## src/rtl/game_status_encoder.sv

```systemverilog
`default_nettype none
// ============================================================================
// Module   : game_status_encoder
// Brief    : Tile-game session FSM with BCD countdown, BCD score and lives bar,
//            producing registered hex/LED holder values for the display stage.
// Revision : 1.0  initial release
// ============================================================================
module game_status_encoder #(
    parameter int CLK_HZ       = 50_000_000,
    parameter int GAME_SECONDS = 60,
    parameter int LIVES        = 10
) (
    input  logic       CLOCK_50,
    input  logic       reset,
    input  logic       startGame,
    input  logic       matchHit,
    input  logic       matchMiss,
    input  logic       userquit,
    output logic       ingameOn,
    output logic       gameOver,
    output logic [3:0] hex0hldr,
    output logic [3:0] hex2hldr,
    output logic [3:0] hex3hldr,
    output logic [3:0] hex4hldr,
    output logic [3:0] hex5hldr,
    output logic [9:0] ledrhldr
);

    localparam int             CNT_W      = (CLK_HZ > 2) ? $clog2(CLK_HZ) : 1;
    localparam logic [CNT_W-1:0] TICK_LAST = CNT_W'(CLK_HZ - 1);
    localparam logic [3:0]     TIMER_TENS = 4'(GAME_SECONDS / 10);
    localparam logic [3:0]     TIMER_ONES = 4'(GAME_SECONDS % 10);
    localparam logic [3:0]     LIVES_INIT = 4'(LIVES);
    localparam logic [3:0]     BLANK      = 4'hF;

    localparam logic [1:0] ST_IDLE = 2'd0;
    localparam logic [1:0] ST_PLAY = 2'd1;
    localparam logic [1:0] ST_OVER = 2'd2;

    logic [1:0]       state,      state_n;
    logic [CNT_W-1:0] tick_cnt,   tick_cnt_n;
    logic [3:0]       timer_tens, timer_tens_n;
    logic [3:0]       timer_ones, timer_ones_n;
    logic [3:0]       score_tens, score_tens_n;
    logic [3:0]       score_ones, score_ones_n;
    logic [3:0]       lives,      lives_n;
    logic             blink,      blink_n;
    logic             tick;
    logic             do_load;

    logic [3:0] hex0_n, hex2_n, hex3_n, hex4_n, hex5_n;
    logic [9:0] ledr_n;
    logic       ingame_n, over_n;

    assign tick = (tick_cnt == TICK_LAST);

    // State and output registers
    always_ff @(posedge CLOCK_50 or posedge reset) begin
        if (reset) begin
            state      <= ST_IDLE;
            tick_cnt   <= '0;
            timer_tens <= 4'd0;
            timer_ones <= 4'd0;
            score_tens <= 4'd0;
            score_ones <= 4'd0;
            lives      <= 4'd0;
            blink      <= 1'b0;
            hex0hldr   <= 4'd0;
            hex2hldr   <= BLANK;
            hex3hldr   <= BLANK;
            hex4hldr   <= BLANK;
            hex5hldr   <= BLANK;
            ledrhldr   <= 10'd0;
            ingameOn   <= 1'b0;
            gameOver   <= 1'b0;
        end else begin
            state      <= state_n;
            tick_cnt   <= tick_cnt_n;
            timer_tens <= timer_tens_n;
            timer_ones <= timer_ones_n;
            score_tens <= score_tens_n;
            score_ones <= score_ones_n;
            lives      <= lives_n;
            blink      <= blink_n;
            hex0hldr   <= hex0_n;
            hex2hldr   <= hex2_n;
            hex3hldr   <= hex3_n;
            hex4hldr   <= hex4_n;
            hex5hldr   <= hex5_n;
            ledrhldr   <= ledr_n;
            ingameOn   <= ingame_n;
            gameOver   <= over_n;
        end
    end

    // Next-state and counter updates
    always_comb begin
        state_n      = state;
        tick_cnt_n   = tick_cnt;
        timer_tens_n = timer_tens;
        timer_ones_n = timer_ones;
        score_tens_n = score_tens;
        score_ones_n = score_ones;
        lives_n      = lives;
        blink_n      = blink;
        do_load      = 1'b0;

        if (userquit) begin
            state_n      = ST_IDLE;
            tick_cnt_n   = '0;
            timer_tens_n = 4'd0;
            timer_ones_n = 4'd0;
            score_tens_n = 4'd0;
            score_ones_n = 4'd0;
            lives_n      = 4'd0;
            blink_n      = 1'b0;
        end else begin
            case (state)
                ST_IDLE: begin
                    do_load = startGame;
                end
                ST_PLAY: begin
                    if (tick) begin
                        if (timer_ones == 4'd0) begin
                            timer_ones_n = 4'd9;
                            timer_tens_n = timer_tens - 4'd1;
                        end else begin
                            timer_ones_n = timer_ones - 4'd1;
                        end
                    end
                    if (matchHit && !(score_tens == 4'd9 && score_ones == 4'd9)) begin
                        if (score_ones == 4'd9) begin
                            score_ones_n = 4'd0;
                            score_tens_n = score_tens + 4'd1;
                        end else begin
                            score_ones_n = score_ones + 4'd1;
                        end
                    end
                    if (matchMiss && lives != 4'd0) begin
                        lives_n = lives - 4'd1;
                    end
                    // Leave PLAY on the very update that produces the zero value
                    if ((timer_tens_n == 4'd0 && timer_ones_n == 4'd0) || lives_n == 4'd0) begin
                        state_n    = ST_OVER;
                        tick_cnt_n = '0;
                        blink_n    = 1'b1;
                    end else begin
                        tick_cnt_n = tick ? '0 : tick_cnt + 1'b1;
                    end
                end
                ST_OVER: begin
                    if (startGame) begin
                        do_load = 1'b1;
                    end else begin
                        if (tick) begin
                            blink_n = ~blink;
                        end
                        tick_cnt_n = tick ? '0 : tick_cnt + 1'b1;
                    end
                end
                default: begin
                    state_n = ST_IDLE;
                end
            endcase

            if (do_load) begin
                state_n      = ST_PLAY;
                tick_cnt_n   = '0;
                timer_tens_n = TIMER_TENS;
                timer_ones_n = TIMER_ONES;
                score_tens_n = 4'd0;
                score_ones_n = 4'd0;
                lives_n      = LIVES_INIT;
            end
        end
    end

    // Display values derived from the next state so outputs land one edge after inputs
    always_comb begin
        hex0_n   = 4'd0;
        hex2_n   = BLANK;
        hex3_n   = BLANK;
        hex4_n   = BLANK;
        hex5_n   = BLANK;
        ledr_n   = 10'd0;
        ingame_n = 1'b0;
        over_n   = 1'b0;
        case (state_n)
            ST_PLAY: begin
                hex0_n   = 4'd1;
                hex5_n   = timer_tens_n;
                hex4_n   = timer_ones_n;
                hex3_n   = score_tens_n;
                hex2_n   = score_ones_n;
                for (int i = 0; i < 10; i++) begin
                    ledr_n[i] = (lives_n > 4'(i));
                end
                ingame_n = 1'b1;
            end
            ST_OVER: begin
                hex0_n = 4'd2;
                hex3_n = score_tens_n;
                hex2_n = score_ones_n;
                ledr_n = blink_n ? 10'h3FF : 10'h000;
                over_n = 1'b1;
            end
            default: begin
                hex0_n = 4'd0;
            end
        endcase
    end

endmodule
`default_nettype wire

```

## config.mk

```make
export PLATFORM = sky130hd
export DESIGN_NAME = game_status_encoder
export DESIGN_NICKNAME = d
export VERILOG_FILES = /design/src/rtl/game_status_encoder.sv
export SDC_FILE = /design/constraint.sdc
export NUM_CORES = 1
export LEC_CHECK = 0
export CAP_MARGIN = 10
export CORE_ASPECT_RATIO = 0.7
export CORE_UTILIZATION = 62
export CTS_CLUSTER_DIAMETER = 120
export DETAILED_ROUTE_END_ITERATION = 6
export PLACE_DENSITY = 0.95
export SETUP_SLACK_MARGIN = 0.15
export SLEW_MARGIN = 20
export SYNTH_ARGS = -nofsm -noshare
export SYNTH_HDL_FRONTEND = slang
export SYNTH_SLANG_ARGS = --single-unit
export TNS_END_PERCENT = 20
```

## constraint.sdc

```tcl
create_clock -name CLOCK_50 -period 7.05 [get_ports CLOCK_50]
set_input_delay 1.41 -clock CLOCK_50 [delete_from_list [all_inputs] [get_ports CLOCK_50]]
set_output_delay 1.41 -clock CLOCK_50 [all_outputs]
set_load 0.01 [all_outputs]
```

==> metrics list <==
* Result of the run: finished, violations left
* Failing checks: DRC
- Post-synth top area cell: dfrtp_1
* Cell-by-cell trace of the critical path: clkdlybuf4s50_1 -> nor2b_1 -> mux2i_1 -> o21ai_1 -> a22oi_4 -> nand2_1 -> a221o_1 -> ha_1 -> nand2b_1 -> a2111o_2 -> o21ai_0
- Counting every sink on the clock net gives 77.
- For this run, the number of Yosys warnings is 0.
- CTS buffer count: 9
- From synthesis to final layout, the design area changed by 13.9%.
- Synthesized flop and latch total: 77
- The count of pins over their slew limit was 0.
- After Yosys synthesis, full adders, half adders and majority gates account for 3.45% of the synthesized area.
- During placement, the flow inserted port buffers numbering 35.
- The HPWL after detailed placement is 6130 µm.
* Worst Path Required: 7.30 ns
* Synthesized instance count: 409
- Dividing the final minimum period by the clock period gives 59.0%.
- TritonCTS built the clock tree.
- In the synthesized netlist the dominant register cell turns out to be dfrtp_1.
- The floorplan step defined a die boundary enclosing 6770 µm².
- Complex-gate fraction of the synthesized area: 14.6%
- The initial utilization of the core area, before any placement, comes to 64.3%.
- In the synthesized netlist, mux cells make up 1.07% of the area.
* Synth Area in XOR/XNOR: 4.39%
- Total setup violations reported at the end of the flow: 0
* DIE WIDTH: 97.9 µm
- Worst setup slack after placement: 2.60 ns
* Proportion of synthesized chip area in sequential cells: 48.7%
- GRT Util Overall: 28.1%
- Register bank with the most flops: tick_cnt
- The number of antenna diodes in the final layout is 0.
- Maximum clock path buffer count: 2
* TNS Setup: 0 ns
- The register with the most flip-flops in the layout has 26 of them.
- After Yosys synthesis, and, or, nand and nor cells account for 23.8% of the synthesized area.
- # resized after CTS: 0
- Static timing analysis puts the maximum clock frequency at 0.241 GHz.
- The startpoint identified for the worst register-to-register timing path is tick_cnt[11].
* I/O Pins: 38
- The first global-routing pass estimated 15,000 µm of wire.
- Number of hold violations in the final report: 0
* Core Box Area: 6220 µm²
- The number of global-route vias before repair is 3,219.
* Die Y-Extent: 69.2 µm
- Mean routed wirelength per cell: 16.8 µm
- Excluding fillers, the count of instances in the completed layout stands at 523.
- Time the final worst path needs with I/O delays and setup: 4.16 ns
- The worst hold path belongs to the class reg2reg.
- After clock tree synthesis, the setup repair step added 0 buffers.
- Of the cells placed in the final design, the portion with a size suffix greater than 1 is 12.1%.
- Largest net degree at the start of global routing: 78
- Synth async-reset ratio: 100%
- Netlist area before placement: 3990 µm²
* Starting DRT DRC Count: 328
- Detail Route Antenna Nets: 0
- CP max stage delay: 0.57 ns
* DRC violation count after routing: 3
- Across the VDD grid, the largest voltage drop is 129 µV.
* Worst-Margin Slew: 0.935 ns
- Using the TritonRoute via totals, the vias-per-cell ratio works out to 6.33.
* Gp weighted congestion: 0.926
- The tool flagged a number of max-cap violations equal to 0.
* Cell count after placement: 508
* CP arrival: 4.41 ns
- After detailed routing, the total wire length is 8790 µm.
* Leakage power total: 1.82 nW
* Total of hold buffers inserted after clock tree synthesis: 0
* Number of vias after detailed routing: 3,308
- Sort of element at the start of the critical path: primary input
* Clock Skew: 0.00565 ns
- The worst setup path is captured at a register.
* Root buffer cell: clkbuf_8
- After synthesis, the largest family of logic cells by area is simple AND/OR/NAND/NOR gates.
* Rel. slew slack: 37.7%
- Final Net Count: 458
* Clock latency of the later-clocked register in the worst-skew pair: 0.35 ns
* Type of the setup path with the least slack: in2reg
* Crit path max-delay cell type: clkdlybuf4s50_1
* Pwr Density: 231 nW/µm²
* Clock-pin slew on the worst setup and hold paths: 0.07 ns
* Iteration count of the initial detailed-routing pass: 7
* Remaining Overflow, GRT: 0
- After layout, the worst setup slack is 2.89 ns.
- Max Fanout on Critical Path: 11
* Number of levels the H-tree was split into: 3
- Startpoint of the most critical hold path: tick_cnt[15]
* Share of Yosys cell area claimed by the top area cell type: 38.2%
* RSZ-0062 raised after global routing: false
* Count of flip-flops with a built-in enable after synthesis: 0
- In this run the worst setup path begins at matchMiss.
- Syn avg cell area: 9.76 µm²
- Post-synthesis cell type count: 61
- Row generation in the floorplan step produced 24 rows.
* Antenna violations before repair: 0
- Area contributors post-synth: dfrtp_1 (38%), dfstp_2 (11%), o21ai_0 (3.9%)
- Largest registers: tick_cnt: 26 flops, ledrhldr: 10 flops
==> final cells by class <==
| type | instances | area [µm²] |
|---|---|---|
| inverters | 14 | 52.6 |
| multi-input cells | 301 | 1900 |
| clock buffers | 10 | 128 |
| flip-flops and latches | 77 | 1950 |
| clock inverters | 5 | 52.6 |
| repair buffers | 38 | 373 |
| fillers | 411 | 1670 |
| well taps | 78 | 97.6 |
==> synth_stat cells (9+ instances only) <==
library cell	instances
or2_2	9
inv_1	13
nand2_1	41
dfrtp_1	61
xor2_1	14
nand3_1	24
nor2_1	30
nand4_1	13
dfstp_2	16
o21ai_0	31
ha_1	11
o311ai_0	10
a21oi_1	17
==> power breakdown <==
part | internal (mW) | switching [mW]
Sequential | 0.491 | 0.0165
Combinational | 0.0998 | 0.130
Clock | 0.160 | 0.152
Total | 0.750 | 0.299
==> kinds of logic (layout without fill, tap and decap cells) <==
kind of cell,Yosys count,in the layout
fa+ha+maj,11,11
compound gates,86,86
buf+inv,32,67
mux,4,4
other cells,1,2
xor+xnor,20,20
simple gates,178,178
flops,77,77
==> final timing paths <==
path                            cells after the start       endpoint  slack, ns
worst max-delay path                               11    ledrhldr[9]       2.89
worst min-delay path                                1   tick_cnt[15]       0.56
worst max register to register                     11    ledrhldr[9]       3.39
worst min register to register                      1   tick_cnt[15]       0.56
max in group asynchronous                           3    tick_cnt[3]       4.80
min in group asynchronous                           3  timer_ones[3]       1.65
==> layout by cell type (no fill, tap or decap), types with 5 or more instances in the layout <==
master           instances
nor4_1                   5
nor2b_1                  6
or3_1                    6
nand2b_1                 8
nand4_1                 13
clkbuf_8                 9
nor3_1                   8
o311ai_0                10
xnor2_1                  6
nand2_1                 41
o21ai_0                 30
nor2_1                  30
nand3_1                 24
dfrtp_1                 61
and4_1                   5
clkdlybuf4s50_1         35
ha_1                    11
dfstp_2                 16
xor2_1                  14
or2_2                    9
a21oi_1                 17
inv_1                   12
==> critical path, delay by kind of cell <==
family	cells	cell delay, ns
and+or+nand+nor	3	0.49
muxes	1	0.20
buffers and inverters	1	0.57
AOI/OAI and AO/OA	5	1.31
adders and majority gates	1	0.41
==> through the flow <==
step	cell area (µm²)	total power, mW	hold WS, ns	util [%]
6_report	4550	1.05	0.558	73.2
3_5_place_dp	4370	0.742	0.539	70.3
2_1_floorplan	4000	0.651	0.484	-
5_1_grt	4550	1.09	0.572	73.2
4_1_cts	4550	1.05	0.556	73.2
3_3_place_gp	4370	0.732	0.510	70.3
==> per-layer routing <==
| metal | vias to the layer above | GRT usage (%) | part of all wire (%) | wire length [µm] |
|---|---|---|---|---|
| li1 | 1540 | - | - | - |
| met1 | 1602 | 38.3 | 44 | 3900 |
| met2 | 146 | 43.1 | 47 | 4110 |
| met3 | 20 | 8.42 | 7.3 | 643 |
| met4 | 0 | 9.76 | 1.6 | 137 |
| met5 | - | 0 | 0 | 0 |
Power figures use the tool's default switching activity.
